### src/rtl/lio_ahb2axil_pkg.sv
// lio_ahb2axil_pkg: shared FSM states and AHB/AXI encodings for the AHB-Lite to AXI-Lite bridge.
package lio_ahb2axil_pkg;
  typedef enum logic [2:0] {IDLE, WR_DATA, WR_REQ, WR_RESP, RD_REQ, RD_RESP, ERR1, ERR2} state_e;
  localparam logic [1:0] HTRANS_IDLE = 2'b00;
  localparam logic [1:0] HTRANS_BUSY = 2'b01;
  localparam logic [1:0] HTRANS_NONSEQ = 2'b10;
  localparam logic [1:0] HTRANS_SEQ = 2'b11;
  localparam logic [2:0] HSIZE_BYTE = 3'd0;
  localparam logic [2:0] HSIZE_HALF = 3'd1;
  localparam logic [2:0] HSIZE_WORD = 3'd2;
  localparam logic [1:0] AXI_RESP_OKAY = 2'b00;
  localparam logic [1:0] AXI_RESP_EXOKAY = 2'b01;
  localparam logic [1:0] AXI_RESP_SLVERR = 2'b10;
  localparam logic [1:0] AXI_RESP_DECERR = 2'b11;
endpackage

### src/rtl/lio_ahb_wstrb_gen.sv
// lio_ahb_wstrb_gen: byte-lane strobes from AHB transfer size and low address bits.
module lio_ahb_wstrb_gen
  import lio_ahb2axil_pkg::*;
(
  input  logic [2:0] hsize_i,
  input  logic [1:0] addr_i,
  output logic [3:0] wstrb_o
);
  always_comb wstrb_o = hsize_i == HSIZE_BYTE ? 4'b0001 << addr_i :
                        hsize_i == HSIZE_HALF ? (addr_i[1] ? 4'hC : 4'h3) : 4'hF;
endmodule

### src/rtl/lio_ahb2axil.sv
// lio_ahb2axil: AHB-Lite slave to AXI-Lite master bridge, one outstanding transfer,
// AXI SLVERR/DECERR returned as the two-cycle AHB ERROR response.
module lio_ahb2axil
  import lio_ahb2axil_pkg::*;
#(
  parameter int AWIDTH = 16,
  parameter int DWIDTH = 32
) (
  input  logic                clk,
  input  logic                rst_n,
  input  logic                hsel,
  input  logic [AWIDTH-1:0]   haddr,
  input  logic [1:0]          htrans,
  input  logic                hwrite,
  input  logic [2:0]          hsize,
  input  logic [DWIDTH-1:0]   hwdata,
  input  logic                hready,
  output logic                hreadyout,
  output logic [DWIDTH-1:0]   hrdata,
  output logic                hresp,
  output logic [AWIDTH-1:0]   awaddr,
  output logic [2:0]          awprot,
  output logic                awvalid,
  input  logic                awready,
  output logic [DWIDTH-1:0]   wdata,
  output logic [DWIDTH/8-1:0] wstrb,
  output logic                wvalid,
  input  logic                wready,
  input  logic [1:0]          bresp,
  input  logic                bvalid,
  output logic                bready,
  output logic [AWIDTH-1:0]   araddr,
  output logic [2:0]          arprot,
  output logic                arvalid,
  input  logic                arready,
  input  logic [DWIDTH-1:0]   rdata,
  input  logic [1:0]          rresp,
  input  logic                rvalid,
  output logic                rready
);
  state_e state_q, state_d;
  logic [AWIDTH-1:0] addr_q, addr_d;
  logic [2:0] hsize_q, hsize_d;
  logic [DWIDTH-1:0] wdata_q, wdata_d, hrdata_q, hrdata_d;
  logic hreadyout_q, hreadyout_d, hresp_q, hresp_d;
  logic awvalid_q, awvalid_d, wvalid_q, wvalid_d, bready_q, bready_d;
  logic arvalid_q, arvalid_d, rready_q, rready_d;
  logic accept, b_err, r_err;
  assign accept = hsel & hready & !(htrans inside {HTRANS_IDLE, HTRANS_BUSY});
  assign b_err = !(bresp inside {AXI_RESP_OKAY, AXI_RESP_EXOKAY});
  assign r_err = !(rresp inside {AXI_RESP_OKAY, AXI_RESP_EXOKAY});
  always_ff @(posedge clk or negedge rst_n) begin
    if (!rst_n) begin
      state_q <= IDLE;
      addr_q <= '0;
      hsize_q <= HSIZE_WORD;
      wdata_q <= '0;
      hrdata_q <= '0;
      hreadyout_q <= 1'b1;
      hresp_q <= 1'b0;
      awvalid_q <= 1'b0;
      wvalid_q <= 1'b0;
      bready_q <= 1'b0;
      arvalid_q <= 1'b0;
      rready_q <= 1'b0;
    end else begin
      state_q <= state_d;
      addr_q <= addr_d;
      hsize_q <= hsize_d;
      wdata_q <= wdata_d;
      hrdata_q <= hrdata_d;
      hreadyout_q <= hreadyout_d;
      hresp_q <= hresp_d;
      awvalid_q <= awvalid_d;
      wvalid_q <= wvalid_d;
      bready_q <= bready_d;
      arvalid_q <= arvalid_d;
      rready_q <= rready_d;
    end
  end
  always_comb begin
    state_d = state_q;
    addr_d = addr_q;
    hsize_d = hsize_q;
    wdata_d = wdata_q;
    hrdata_d = hrdata_q;
    hreadyout_d = hreadyout_q;
    hresp_d = hresp_q;
    awvalid_d = awvalid_q;
    wvalid_d = wvalid_q;
    bready_d = bready_q;
    arvalid_d = arvalid_q;
    rready_d = rready_q;
    case (state_q)
      IDLE, ERR2: begin
        hresp_d = 1'b0;
        hreadyout_d = !accept;
        addr_d = accept ? haddr : addr_q;
        hsize_d = accept ? hsize : hsize_q;
        arvalid_d = accept & !hwrite;
        state_d = !accept ? IDLE : hwrite ? WR_DATA : RD_REQ;
      end
      WR_DATA: begin
        wdata_d = hwdata;
        awvalid_d = 1'b1;
        wvalid_d = 1'b1;
        state_d = WR_REQ;
      end
      WR_REQ: begin
        // each channel retires on its own handshake; response phase waits for both
        awvalid_d = awvalid_q & !awready;
        wvalid_d = wvalid_q & !wready;
        bready_d = !awvalid_d & !wvalid_d;
        state_d = bready_d ? WR_RESP : WR_REQ;
      end
      WR_RESP: if (bvalid) begin
        bready_d = 1'b0;
        hresp_d = b_err;
        hreadyout_d = !b_err;
        state_d = b_err ? ERR1 : IDLE;
      end
      RD_REQ: if (arready) begin
        arvalid_d = 1'b0;
        rready_d = 1'b1;
        state_d = RD_RESP;
      end
      RD_RESP: if (rvalid) begin
        hrdata_d = rdata;
        rready_d = 1'b0;
        hresp_d = r_err;
        hreadyout_d = !r_err;
        state_d = r_err ? ERR1 : IDLE;
      end
      ERR1: begin
        hreadyout_d = 1'b1;
        state_d = ERR2;
      end
      default: state_d = IDLE;
    endcase
  end
  lio_ahb_wstrb_gen u_wstrb (.hsize_i(hsize_q), .addr_i(addr_q[1:0]), .wstrb_o(wstrb));
  assign hreadyout = hreadyout_q;
  assign hresp = hresp_q;
  assign hrdata = hrdata_q;
  assign awaddr = addr_q;
  assign araddr = addr_q;
  assign awprot = 3'b000;
  assign arprot = 3'b000;
  assign wdata = wdata_q;
  assign awvalid = awvalid_q;
  assign wvalid = wvalid_q;
  assign bready = bready_q;
  assign arvalid = arvalid_q;
  assign rready = rready_q;
endmodule

### config.mk
export PLATFORM = sky130hd
export DESIGN_NAME = lio_ahb2axil
export DESIGN_NICKNAME = d
export VERILOG_FILES = /design/src/rtl/lio_ahb2axil_pkg.sv /design/src/rtl/lio_ahb_wstrb_gen.sv /design/src/rtl/lio_ahb2axil.sv
export SDC_FILE = /design/constraint.sdc
export NUM_CORES = 1
export LEC_CHECK = 0
export BUFFER_PORTS_ARGS = -buffer_cell sky130_fd_sc_hd__buf_4
export CORE_UTILIZATION = 46
export DETAILED_ROUTE_END_ITERATION = 12
export GPL_TIMING_DRIVEN = 0
export PLACE_DENSITY = 0.81
export SETUP_SLACK_MARGIN = 0.5
export SYNTH_ARGS = -nofsm -noshare
export SYNTH_HDL_FRONTEND = slang
export SYNTH_SLANG_ARGS = --single-unit
### constraint.sdc
create_clock -name clk -period 1.8 [get_ports clk]
set_input_delay 0.36 -clock clk [delete_from_list [all_inputs] [get_ports clk]]
set_output_delay 0.36 -clock clk [all_outputs]
set_load 0.02 [all_outputs]
-- Word level (Yosys, flattened, before mapping)
Cells that the tools add are included.
- equality and inequality tests: 14
- shifts and indexed selects: 1
- multiplexer cells: 27
- bitwise gates (word level): 6
- reductions and logical operators: 32
- operators by type and width (cell ; count):
    3-bit 2-to-1 mux ; 7
    3-bit one-hot mux with 7 select lines ; 1
    2-bit nonzero test ; 7
    3-bit == test (second input constant) ; 4
    4-bit 2-to-1 mux ; 3
    3-bit AND reduction ; 4
    1-bit one-hot mux with 2 select lines ; 5
    1-bit logical NOT ; 9
    1-bit 2-to-1 mux ; 9
    2-bit AND reduction ; 4
    1-bit bitwise AND ; 6
    2-bit by 1-bit == test with 1-bit output (second input constant) ; 3
    3-bit by 1-bit == test with 1-bit output (second input constant) ; 2
    3-bit by 2-bit == test with 1-bit output (second input constant) ; 2
    2-bit logical NOT ; 3
    3-bit logical NOT ; 2
    2-bit inequality test (second input constant) ; 3
    1-bit one-hot mux with 4 select lines ; 1
    4-bit nonzero test ; 1
    1-bit by 2-bit << shifter with 4-bit output (first input constant) ; 1
    1-bit one-hot mux with 3 select lines ; 1
    3-bit nonzero test ; 1
    2-bit OR reduction ; 1
- bits in registers: 93
- word-level logic and storage cells: 92

-- Logic depth before layout (Yosys ltp)
- depth after elaboration: 6
- gate-level depth with buffers: 6
- mapped depth without buffers: 4

-- Cells and area by module
A second synthesis with hierarchy kept.
- cells, all modules: 282
- area, all modules: 4240.3 um^2
- by module, submodules not included (module ; instances ; cells an instance ; area an instance (um^2) ; sequential area each (um^2)):
    lio_ahb2axil ; 1 ; 274 ; 4176.5 ; 2329.7
    lio_ahb_wstrb_gen ; 1 ; 8 ; 63.8 ; 0.0

-- Worst setup path after synthesis
No wires, ideal clock.
- path type: reg-to-reg
- start: register state_q[0]
- end: register addr_q[0] (netlist: araddr[0])
- library setup time: 0.125 ns
- data arrival time: 1.424 ns
- data required time: 1.675 ns
- slack: 0.251 ns
- cell stages (with the launch flop): 6
- path buffers: 2
- cell sequence: dfrtp_1 -> buf_4 -> nor3_2 -> o21a_2 -> buf_6 -> mux2_2
- longest elaborated chain between the ends: 3
- elaborated cells between the ends (all ways): 4
- classes of those cells: eq/ne (1); reduce/logical (3)
- ends and longest elaborated chain (what ; RTL line ; RTL):
    start: declaration ; lio_ahb2axil.sv:41 ; state_e state_q, state_d;
    start signal: assignment ; lio_ahb2axil.sv:67 ; state_q <= state_d;
    3-bit == test / 3-bit logical NOT (equally long branches) ; lio_ahb2axil.sv:94 ; case (state_q)
    2-bit OR reduction * ; lio_ahb2axil.sv:94 ;
    2-bit AND reduction (no line) * ; n/a ;
    end signal: assignment ; lio_ahb2axil.sv:68 ; addr_q <= addr_d;
    end: declaration ; lio_ahb2axil.sv:42 ; logic [AWIDTH-1:0] addr_q, addr_d;
Every way passes the cells marked *; elsewhere a longest branch is shown, timed or not.
A chain may end at the register's enable or synchronous reset.

-- Worst setup path in the final report
- start: register state_q[1]
- end: register hrdata_q[6] (netlist: hrdata[6])
- longest elaborated chain between the ends: 2
- ends and longest elaborated chain (what ; RTL line ; RTL):
    3-bit == test ; lio_ahb2axil.sv:94 ;
    2-bit AND reduction (no line) ; n/a ;
    end signal: assignment ; lio_ahb2axil.sv:71 ; hrdata_q <= hrdata_d;
    end: declaration ; lio_ahb2axil.sv:44 ; logic [DWIDTH-1:0] wdata_q, wdata_d, hrdata_q, hrdata_d;
Every way passes these cells.

==> run metrics <==
CTS Sinks between 90 and 100; global-route wire length before repair 17000 um; internal power ~8.4 mW; top cells by area, synth dfrtp_1, mux2_2, mux2_4; Non-Filler Instances ~670; row cnt 34; input/output buffers 202; Via density 4.83; LEAKAGE 3.56 nW; TritonCTS Buffers 9; Die ar. around 9400 um^2; DRC 0; Detailed Place HPWL 7070 um; NumNets Final 654; Max rail drop VDD 1140 uV; Synth top area share between 50% and 60%; Synth cell types 36; WP data required slightly above 2 ns; Wirelength per Cell 16.5 um; worst hold path type in2reg; hold_buf cts 0; PD cells slightly below 2000 nW/um^2; Vias 3225; Detailed Routing Iterations Pass 1 4; setup TNS 0 ns; Reg clk slew, reported paths 0.10 ns; root buf cell clkbuf_8; placed insts 605; vias in the first global route 3293; worst-path fanout max 10; Startpoint Class register; gr usage total 23.0%; TritonCTS clock tree yes; gpl congestion 0.888; Starting Density 47.4%; RR Startpoint state_q[1]; max-slew violations 0; Post-Syn Area 4130 um^2; Hold Vio Cnt, Final 0; Ports 212; post-synthesis sequential area ratio a little under three fifths; Antenna Nets Post-Route 0; Syn Area/Cell 14.2 um^2; Critical path origin state_q[1]; minimum clock period 1.59 ns; Crit. End Element register; clk buf depth 2; Synth Warn # 0; final setup vio count 0; Slew Limit Headroom 25.3%; NetSw approximately 5 mW; core area ~8700 um^2; Area Growth Syn to Fin 67.9%; die height 96.8 um; Hold Startpoint haddr[1]; critical path type reg2reg; share of cells above drive strength 1 between 70% and 80%; WP data arrival about 1.8 ns; largest net degree at the start of global routing between 90 and 100; Clk pwr share 9.7%; clk_lat worst skew 0.34 ns; Max-Cap Viols 0; Worst Max-Slew Pin Slew 1.12 ns; skew final 0.0139 ns; Gate power share roughly 61%; Max Fclk 629 MHz; Inserted Diodes 0; Reg power frac 29.1%; drt total wl 11000 um; #FFs+latches synth 93; Sw Ratio 37.3%; Starting DRT DRC Count 65; antenna violations before repair 0; RSZ-0062 raised after global routing yes; gr ovfl total 0; Die Span X 96.8 um; outcome complete, no violations; CTS H-tree lvls 3; cell taking the most area after synthesis dfrtp_1; Final period util 88.3%; Syn Inst Count between 200 and 300
## worst paths after layout
check	slack (ns)	depth (start not counted)	endpoint
setup / recovery	0.21	6	hrdata[6]
hold / removal	0.21	3	araddr[1]
setup reg to reg	0.21	6	hrdata[6]
hold reg to reg	0.52	1	hrdata[18]
max in group asynchronous	0.79	1	hsize_q[0]
min in group asynchronous	0.24	1	hrdata[10]
## sequential cells by signal, indices dropped and copies added (netlist names)
register	cells
hsize_q	3
araddr	16
hreadyout	1
wdata	32
hrdata	32
arvalid	1
awvalid	1
bready	1
wvalid	1
hresp	1
rready	1
state_q	3
## kinds of logic after synthesis
family / share of synthesized area, %
buffers and inverters: 7.91
xor gates and xnor gates: 0.212
DFF: 56.4
muxes: 25.8
and+or+nand+nor: 5.60
other: 0.0908
AOI/OAI and AO/OA: 3.94
## worst max-delay path, stage by stage (launching register included)
cell	delay, ns
dfrtp_1	0.38
buf_6	0.13
nand2b_4	0.15
or2_1	0.22
buf_6	0.15
buf_12	0.15
mux2_4	0.30
## metal layers
layer	global-route usage, %	routed length (um)	up-vias
li1	-	-	1495
met1	29.3	4330	1578
met2	39.3	5960	131
met5	0	0	-
met4	8.15	236	0
met3	4.19	481	21
## per-stage QoR
| stage | power [mW] | worst slack, ns | hold WS, ns | cell area (um^2) | utilization [%] |
|---|---|---|---|---|---|
| floorplan | 7.61 | 0.285 | 0.0644 | 4190 | - |
| global placement | 9.97 | 0.109 | 0.490 | 5840 | 66.9 |
| detailed placement | 10.2 | 0.110 | 0.494 | 5840 | 66.9 |
| CTS | 12.6 | 0.204 | 0.200 | 6590 | 75.5 |
| global route | 14.1 | 0.170 | 0.204 | 6940 | 79.5 |
| finish | 13.4 | 0.211 | 0.213 | 6940 | 79.5 |
## placed cells by master, fill, tap and decap left out, types with 4 or more instances in the layout
| cell | count |
|---|---|
| conb_1 | 6 |
| mux2_2 | 15 |
| nor2_4 | 4 |
| nand2_1 | 13 |
| mux2_4 | 65 |
| a21oi_1 | 6 |
| o21ai_2 | 5 |
| clkbuf_8 | 11 |
| buf_4 | 194 |
| dfrtp_1 | 88 |
| nor2_1 | 5 |
| o21ai_0 | 4 |
| buf_8 | 5 |
| nor2b_1 | 6 |
| buf_6 | 81 |
## cells in the mapped netlist
cell type  count
o31ai_1        2
nor3_1         1
or2_1          1
xor2_1         1
mux2_2        50
buf_12         3
buf_6          4
o21a_2         1
a21oi_1        8
buf_2          3
dfstp_2        2
a311oi_1       1
nor3_2         1
dfrtp_1       91
buf_4         26
o41ai_1        1
a22o_1         1
conb_1         1
mux2_4        30
mux2i_1        2
inv_1          2
o21ai_0       10
and3_1         2
or3_1          1
nand2b_4       1
clkbuf_1       1
nor2_1         9
mux2_1         3
nand2b_1       3
a211oi_1       1
nor2b_1       10
nand2_1       13
nand3b_1       1
a32oi_1        1
a31oi_1        1
or2_2          1
## power groups by stage
stage / combinational [mW] / sequential (mW) / clock (mW)
floorplan: 2.73 / 4.89 / 0
global placement: 6.26 / 3.72 / 0
detailed placement: 6.39 / 3.79 / 0
CTS: 7.48 / 3.82 / 1.33
global route: 8.61 / 4.02 / 1.44
finish: 8.22 / 3.90 / 1.30
## final cells by class
cell class	count	area, um^2
tap	108	135
clock buffer	12	155
buffer	37	435
clock inverter	4	31.3
fill	519	1790
inverter	2	7.51
timing repair buffer	249	2110
sequential	93	2330
multi-input combinational	163	1730
## what timing repair did
action	4_1_cts	5_1_grt
gates resized for setup	103	49
setup buffers	19	23
cloned	5	0
pin swaps	8	8
setup endpoints to repair	114	157
Note: power is estimated with default switching activity, not from simulation.
